**config.mk**
```make
export PLATFORM = sky130hd
export DESIGN_NAME = counter_updown_mod_flat
export DESIGN_NICKNAME = d
export VERILOG_FILES = /design/src/rtl/counter_updown_mod_if.sv /design/src/rtl/counter_updown_mod.sv /design/src/flat_wrapper.sv
export SDC_FILE = /design/constraint.sdc
export NUM_CORES = 1
export LEC_CHECK = 0
export BUFFER_PORTS_ARGS = -buffer_cell sky130_fd_sc_hd__buf_2
export CAP_MARGIN = 15
export CORE_AREA = 8 8 45 47
export CTS_CLUSTER_DIAMETER = 30
export DETAILED_ROUTE_END_ITERATION = 8
export DIE_AREA = 0 0 53 55
export SLEW_MARGIN = 30
export SYNTH_ARGS = -nofsm -noshare
export SYNTH_HDL_FRONTEND = slang
export SYNTH_SLANG_ARGS = --single-unit
export TNS_END_PERCENT = 10
```
**constraint.sdc**
```tcl
create_clock -name clock -period 1.35 [get_ports clock]
set_input_delay 0.27 -clock clock [delete_from_list [all_inputs] [get_ports clock]]
set_output_delay 0.27 -clock clock [all_outputs]
set_load 0.03 [all_outputs]
```
**src/rtl/counter_updown_mod_if.sv**
```systemverilog
// Control and status bundle for counter_updown_mod.
// master = controlling logic, slave = the counter itself.
interface counter_updown_mod_if #(
    parameter int WIDTH = 4
);
    logic             enable;
    logic             up;
    logic             load;
    logic [WIDTH-1:0] load_value;
    logic             ack;
    logic [WIDTH-1:0] state;
    logic             terminal;
    logic             event_pulse;
    logic             sticky;

    modport master (
        output enable, up, load, load_value, ack,
        input  state, terminal, event_pulse, sticky
    );

    modport slave (
        input  enable, up, load, load_value, ack,
        output state, terminal, event_pulse, sticky
    );
endinterface

```
**src/rtl/counter_updown_mod.sv**
```systemverilog
// Purpose: up/down modulo counter with load, wrap/saturate mode, terminal, event and sticky flags.
// Latency: state/event/sticky update one clock after sampling; terminal is combinational.
// Backpressure: none; every enabled edge counts, load takes priority over enable.
module counter_updown_mod #(
    parameter int WIDTH    = 4,
    parameter int MODULUS  = 16,
    parameter bit SATURATE = 1'b0
) (
    input  logic                 clock,
    input  logic                 clear_n,
    counter_updown_mod_if.slave  bus
);

    localparam logic [WIDTH-1:0] MAX_VAL = WIDTH'(MODULUS - 1);

    logic [WIDTH-1:0] state_q;
    logic [WIDTH-1:0] state_nxt;
    logic             event_q;
    logic             sticky_q;
    logic             hit;

    // hit marks an edge that reaches past a range end, whether it wraps or holds
    always_comb begin
        state_nxt = state_q;
        hit       = 1'b0;
        if (bus.load) begin
            state_nxt = (bus.load_value > MAX_VAL) ? MAX_VAL : bus.load_value;
        end else if (bus.enable) begin
            if (bus.up) begin
                if (state_q == MAX_VAL) begin
                    hit       = 1'b1;
                    state_nxt = SATURATE ? MAX_VAL : '0;
                end else begin
                    state_nxt = state_q + WIDTH'(1);
                end
            end else begin
                if (state_q == '0) begin
                    hit       = 1'b1;
                    state_nxt = SATURATE ? '0 : MAX_VAL;
                end else begin
                    state_nxt = state_q - WIDTH'(1);
                end
            end
        end
    end

    always_ff @(posedge clock or negedge clear_n) begin
        if (!clear_n) begin
            state_q  <= '0;
            event_q  <= 1'b0;
            sticky_q <= 1'b0;
        end else begin
            state_q <= state_nxt;
            event_q <= hit;
            // a new event outranks an acknowledge on the same edge
            if (hit) begin
                sticky_q <= 1'b1;
            end else if (bus.ack) begin
                sticky_q <= 1'b0;
            end
        end
    end

    assign bus.state       = state_q;
    assign bus.event_pulse = event_q;
    assign bus.sticky      = sticky_q;
    assign bus.terminal    = bus.up ? (state_q == MAX_VAL) : (state_q == '0);

endmodule

```
**src/flat_wrapper.sv**
```systemverilog
// flat-port wrapper written by rule: the top's interface ports become plain ports
module counter_updown_mod_flat 
#(
    parameter int WIDTH    = 4,
    parameter int MODULUS  = 16,
    parameter bit SATURATE = 1'b0
)
  (clock, clear_n, bus_enable, bus_up, bus_load, bus_load_value, bus_ack, bus_state, bus_terminal, bus_event_pulse, bus_sticky);
  counter_updown_mod_if #(.WIDTH(WIDTH)) bus_i ();
  input  logic clock;
  input  logic clear_n;
  input wire logic [$bits(bus_i.enable)-1:0] bus_enable;
  input wire logic [$bits(bus_i.up)-1:0] bus_up;
  input wire logic [$bits(bus_i.load)-1:0] bus_load;
  input wire logic [$bits(bus_i.load_value)-1:0] bus_load_value;
  input wire logic [$bits(bus_i.ack)-1:0] bus_ack;
  output wire logic [$bits(bus_i.state)-1:0] bus_state;
  output wire logic [$bits(bus_i.terminal)-1:0] bus_terminal;
  output wire logic [$bits(bus_i.event_pulse)-1:0] bus_event_pulse;
  output wire logic [$bits(bus_i.sticky)-1:0] bus_sticky;
  assign bus_i.enable = bus_enable;
  assign bus_i.up = bus_up;
  assign bus_i.load = bus_load;
  assign bus_i.load_value = bus_load_value;
  assign bus_i.ack = bus_ack;
  assign bus_state = bus_i.state;
  assign bus_terminal = bus_i.terminal;
  assign bus_event_pulse = bus_i.event_pulse;
  assign bus_sticky = bus_i.sticky;
  counter_updown_mod #(.WIDTH(WIDTH), .MODULUS(MODULUS), .SATURATE(SATURATE)) u_core (.clock(clock), .clear_n(clear_n), .bus(bus_i));
endmodule
```
==> flow_metrics.py, run 1 <==
metrics = {
    "global_route": {
        "antenna_found_initial": 0,
        "busiest_layer": "met2",
        "met1_usage_pct": 9.370,
        "use_met2_pct": 13.48,
        "grt_pass1_wl_mm": 1.800,
        "grt_max_degree": 9,
        "grtUsageMet3_pct": 1.604,
        "grt.overflow.total": 0,
        "grt_pass1_vias": 393,
        "grt_usage_pct": 8.612,
    },
    "setup_path": {
        "arrival_ns": 1.54,
        "slowest_delay_ns": 0.48,
        "cp_data_required_time_ns": 1.08,
        "crit_chain": "inv_2, ha_4, or4b_4, nand2_4, buf_6",
        "critical_path.max_fanout": 3,
        "critPathKind": "register to output port",
        "startpoint_type": "register",
        "crit_slowest_cell": "or4b_4",
        "end_kind": "output port",
    },
    "route": {
        "routed_via_density": 4.744,
        "dr.first_iter.drc_count": 0,
        "num_vias": 408,
        "drtAntennaViolNets": 0,
        "routedWlPerCell_um": 13.02,
        "first_pass_iters": 1,
        "drt-total-wl_mm": 1.120,
        "drcViolationCount": 0,
    },
    "pwr": {
        "irDropWorstVdd_v": 0.0006170,
        "leakage_nw": 0.3282,
        "power_uw": 695.5,
        "p_per_area_nw_per_um2": 1081,
    },
    "yosys": {
        "synth_edf_count": 0,
        "async_flop_share_pct": 100.0,
        "synth_cell_types": 23,
        "synthCells": 43,
        "yosysWarnings": 0,
        "syn_nets": 55,
        "synth_seq_area_share_pct": 37.27,
        "synth_area_per_cell_um2": 9.369,
        "synth_area_leader_cell": "dfrtp_1",
        "synth.most_common_cell": "dfrtp_1",
        "ys_top_cells_by_area": "dfrtp_1 (37%), mux2_2 (8.4%), xnor2_1 (6.5%)",
        "synth_common_cells": "dfrtp_1 (6), nand2_1 (5), inv_1 (4)",
        "synth-main-ff-cell": "dfrtp_1",
        "synth.top_cell.area_share_pct": 37.27,
        "ys_ff_latch": 6,
        "synth_area_um2": 402.9,
    },
    "clock_network": {
        "cts_tree": "done",
        "cts_sinks": 6,
        "clockBufferDepth": 2,
        "insertion_delay_ns": 0.24,
        "htreeDepth": 1,
        "root_buffer": "clkbuf_4",
        "clkTransAtPathRegs_ns": 0.05,
        "cts_buffers": 3,
    },
    "timing": {
        "grt_setup_unrepaired": "yes",
        "setup_ws_ns": -0.4582,
        "period_minus_slack_ns": 1.808,
        "maxSlewHeadroom_pct": 86.32,
        "finalHoldViolations": 0,
        "finalSetupViolCount": 6,
        "timing.fmax_ghz": 0.5530,
        "drv_slew": 0,
        "skew_ns": 0.004921,
        "tightest_slew_ns": 0.2036,
        "fin_crit_sh_pct": 133.9,
        "fin_hold_ws_ns": 0.2337,
    },
    "run_status": {
        "status": "finished with violations",
        "violations": "negative setup slack",
    },
    "die": {
        "core_area_um2": 1384,
        "initial_core_util_pct": 29.11,
        "die_x_um": 53,
        "die_area_um2": 2915,
        "rows": 14,
        "die_h_um": 55,
        "ioPinCount": 17,
    },
    "final_layout": {
        "fin_nets": 84,
        "area_growth_pct": 59.63,
        "num_antenna_cells": 0,
        "final_layout_size_suffix_gt1_share_pct": 58.57,
    },
    "job": {
        "maxCapViolCount": 0,
    },
    "place": {
        "dp_hpwl_um": 906,
        "port_buffers": 16,
        "dp_slack_ns": -0.2806,
        "gp_congestion": 0.8516,
    },
    "hold_path": {
        "hold_class": "input pin to register",
    },
}
final cells by class:
type | count | area (µm²)
Tap cell | 16 | 20.02
Multi-Input combinational cell | 32 | 272.8
Inverter | 4 | 15.01
Fill cell | 136 | 740.7
Clock buffer | 3 | 22.52
Sequential cell | 6 | 152.6
Timing Repair Buffer | 25 | 160.2
flip-flops by register name (all words and copies together) (netlist names):
register,cells
u_core.bus.state,4
u_core.bus.event_pulse,1
u_core.bus.sticky,1
cell families after synthesis:
| logic type | Yosys count | synth area share (%) |
|---|---|---|
| AOI/OAI and AO/OA | 9 | 13.04 |
| xor gates and xnor gates | 3 | 6.523 |
| adders and majority gates | 2 | 6.210 |
| buffers and inverters | 5 | 4.967 |
| DFF | 6 | 37.27 |
| muxes | 4 | 10.87 |
| and+or+nand+nor | 14 | 21.12 |
critical path: cells and delay by family (launching register included):
family,cells,cell delay [ns]
fa+ha+maj,1,0.13
buf+inv,2,0.20
flops,1,0.40
simple gates,2,0.56
path summary, 6_finish.rpt:
path,slack (ns),to,cells past startpoint,from
min in group asynchronous,0.39,u_core.bus.state[2]$_DFFE_PN0P_,2,clear_n
worst max-delay path,-0.46,bus_terminal,5,u_core.bus.state[1]$_DFFE_PN0P_
worst min-delay path,0.23,u_core.bus.state[1]$_DFFE_PN0P_,3,bus_load_value[1]
worst min register to register,0.47,u_core.bus.sticky$_DFFE_PN0P_,1,u_core.bus.sticky$_DFFE_PN0P_
worst max register to register,-0.23,u_core.bus.state[2]$_DFFE_PN0P_,7,u_core.bus.state[0]$_DFFE_PN0P_
max in group asynchronous,0.80,u_core.bus.state[0]$_DFFE_PN0P_,2,clear_n
report_power, final:
group	internal [mW]	total [mW]	switching [mW]
Combinational	0.149	0.319	0.170
Sequential	0.203	0.216	0.0124
Clock	0.100	0.161	0.0605
metrics by stage:
step / area, µm² / setup TNS, ns / cells / utilization (%)
2_1_floorplan: 422.9 / -1.259 / 43 / -
3_3_place_gp: 570.5 / -0.8830 / 81 / 41.23
4_1_cts: 611.8 / -1.202 / 85 / 44.21
3_5_place_dp: 570.5 / -1.034 / 81 / 41.23
5_1_grt: 643.1 / -1.557 / 86 / 46.47
6_report: 643.1 / -1.232 / 86 / 46.47
metal layers:
layer	vias to the layer above	wire, µm
met1	189	509
met2	11	510
met5	-	0
li1	206	-
met4	0	14
met3	2	85
cell usage in the layout, fill, tap and decap left out, types with 2 or more instances in the layout:
cell type / synthesis / final
buf_2: 1 / 15
buf_4: 0 / 7
nand2_1: 5 / 4
dfrtp_1: 6 / 4
mux2_2: 3 / 3
clkbuf_4: 0 / 3
inv_2: 0 / 2
xnor2_1: 3 / 2
o21ai_0: 3 / 2
inv_1: 4 / 2
o21ai_1: 1 / 2
a21oi_1: 2 / 2
ha_4: 0 / 2
buf_6: 0 / 2
dfrtp_2: 0 / 2
what timing repair did:
item | CTS | global route
endpoints found under the hold margin | 6 | 0
endpoints found under the setup margin | 6 | 6
pin swaps | 2 | 0
resized for setup | 4 | 4
setup buffers | 0 | 1
hold buffers | 1 | 0
No activity file was read; power rests on OpenSTA's default activity.
==> inputs of run 2 (changes only) <==
CELL_PAD_IN_SITES_DETAIL_PLACEMENT = 1   (was unset)
CELL_PAD_IN_SITES_GLOBAL_PLACEMENT = 2   (was unset)
CORE_AREA = unset   (was 8 8 45 47)
CORE_MARGIN = 8   (was unset)
CORE_UTILIZATION = 22   (was unset)
DIE_AREA = unset   (was 0 0 53 55)
PLACE_DENSITY_LB_ADDON = 0.1   (was unset)
==> run 2 against run 1 <==
The run still ends with negative setup slack left. Maximum frequency grew 0.63%. Hold slack worse by 0.0026 ns. Routed wire length is 12% higher. Sequential cell count did not move. Highest routed layer unchanged. Critical path depth unchanged. Non-clock buffer count is 2 higher.
==> flow_metrics.py, run 2 (same netlist as run 1, synthesis figures left out) <==
metrics = {
    "timing": {
        "period_minus_slack_ns": 1.797,
        "grt_setup_unrepaired": "yes",
        "drv_slew": 0,
        "maxSlewHeadroom_pct": 85.70,
        "fin_crit_sh_pct": 133.1,
        "finalSetupViolCount": 6,
        "skew_ns": 0.002439,
        "tightest_slew_ns": 0.2128,
        "setup_ws_ns": -0.4468,
        "timing.fmax_ghz": 0.5565,
        "finalHoldViolations": 0,
    },
    "route": {
        "drt-total-wl_mm": 1.257,
        "first_pass_iters": 4,
        "routedWlPerCell_um": 12.83,
        "drtAntennaViolNets": 0,
        "drcViolationCount": 0,
        "dr.first_iter.drc_count": 2,
        "num_vias": 435,
        "routed_via_density": 4.439,
    },
    "setup_path": {
        "reg2reg_to": "u_core.bus.state[3]$_DFFE_PN0P_",
        "startpoint_type": "register",
        "r2r.worst_path.cells": 7,
        "arrival_ns": 1.53,
        "end_kind": "output port",
        "regToRegSetupSlack_ns": -0.26,
        "critPathKind": "register to output port",
        "cp_data_required_time_ns": 1.08,
        "critical_path.max_fanout": 2,
        "reg2reg_from": "u_core.bus.state[0]$_DFFE_PN0P_",
        "startpoint": "u_core.bus.state[0]$_DFFE_PN0P_",
    },
    "clock_network": {
        "htreeDepth": 1,
        "root_buffer": "clkbuf_4",
        "cts_setup_buffers": 0,
        "insertion_delay_ns": 0.24,
        "clockBufferDepth": 2,
        "clkTransAtPathRegs_ns": 0.05,
        "cts_tree": "done",
        "cts_sinks": 6,
        "cts_buffers": 3,
    },
    "final_layout": {
        "n_fill_cell": 225,
        "stdcell_area_um2": 661.9,
        "final_cells": 98,
        "fin_util_pct": 38.33,
        "final_layout_size_suffix_gt1_share_pct": 57.53,
        "layout_common_cells": "buf_2 (15), buf_4 (10), nand2_1 (4), dfrtp_1 (4)",
        "fin_nets": 86,
        "area_growth_pct": 64.29,
        "final_common_cell": "buf_2",
        "num_antenna_cells": 0,
        "largest_reg_flops": 4,
    },
    "global_route": {
        "grt_max_degree": 9,
        "grt_pass1_wl_mm": 2.166,
        "antenna_found_initial": 0,
        "grt_usage_pct": 8.448,
        "grt_pass1_vias": 497,
        "grt.overflow.total": 0,
    },
    "die": {
        "ioPinCount": 17,
        "die_h_um": 58.80,
        "initial_core_util_pct": 23.33,
        "core_area_um2": 1727,
        "die_area_um2": 3457,
        "rows": 15,
        "die_x_um": 58.80,
    },
    "place": {
        "dp.cells": 93,
        "port_buffers": 16,
        "gp_congestion": 0.7571,
        "dp_hpwl_mm": 1.093,
        "placed_area_um2": 604.3,
    },
    "pwr": {
        "irDropWorstVdd_v": 0.0005542,
        "leakage_nw": 0.3300,
        "p_per_area_nw_per_um2": 1067,
    },
    "hold_path": {
        "hold_depth": 3,
        "min_to": "u_core.bus.state[1]$_DFFE_PN0P_",
        "hold_path.startpoint": "bus_load_value[1]",
        "hold_class": "input pin to register",
    },
    "run_status": {
        "violations": "negative setup slack",
        "status": "finished with violations",
    },
    "job": {
        "maxCapViolCount": 0,
    },
}
run 2: how the worst max path moves through the flow:
stage,end,slack (ns),cells after the start
floorplan,u_core.bus.sticky$_DFFE_PN0P_,-0.29,6
CTS,bus_terminal,-0.47,5
global placement,u_core.bus.state[3]$_DFFE_PN0P_,-0.26,7
finish,bus_terminal,-0.45,5
global route,bus_terminal,-0.52,5
detailed placement,bus_terminal,-0.27,5
run 2: report_power, final:
group	internal, mW	switching [mW]
logic	0.142	0.166
clock network	0.112	0.0687
registers	0.203	0.0135
total	0.458	0.249
run 2: repair_timing:
action                                  in CTS  in global routing
resized for setup                            5                  0
hold buffers                                 1                  0
gates cloned                                 0                  0
endpoints found under the hold margin        6                  0
endpoints found under the setup margin       6                  6
pin swaps                                    1                  0
run 2: critical path, stage by stage (launching register included):
cell and delay [ns]:
dfrtp_2 0.40, inv_2 0.08, ha_4 0.12, or4b_4 0.47, nand2_4 0.08, buf_6 0.13
run 2: per-layer routing:
metal  wire length, µm  global-route usage [%]  share of wire, %
met1               564                   9.271                45
met2               621                   14.02                49
met5                 0                       0                 0
met3                51                   3.043               4.1
met4                19                   4.096               1.5
run 2: metrics by stage:
stage	setup TNS, ns	setup slack [ns]	power, mW	hold slack [ns]
floorplan	-1.259	-0.2897	0.3968	-0.02559
global placement	-1.106	-0.2588	0.5175	0.1044
detailed placement	-1.151	-0.2662	0.5207	0.1080
finish	-1.264	-0.4468	0.7063	0.2311
global route	-1.703	-0.5228	0.7695	0.2425
CTS	-1.344	-0.4689	0.7243	0.2271
run 2: final cells by class:
| type | count | area, µm² | share of cell area (%) |
|---|---|---|---|
| Timing Repair Buffer | 27 | 171.4 | 25.90 |
| Multi-Input combinational cell | 32 | 265.3 | 40.08 |
| Tap cell | 25 | 31.28 | 4.726 |
| Sequential cell | 6 | 152.6 | 23.06 |
| Inverter | 4 | 15.01 | 2.268 |
| Clock buffer | 4 | 26.28 | 3.970 |
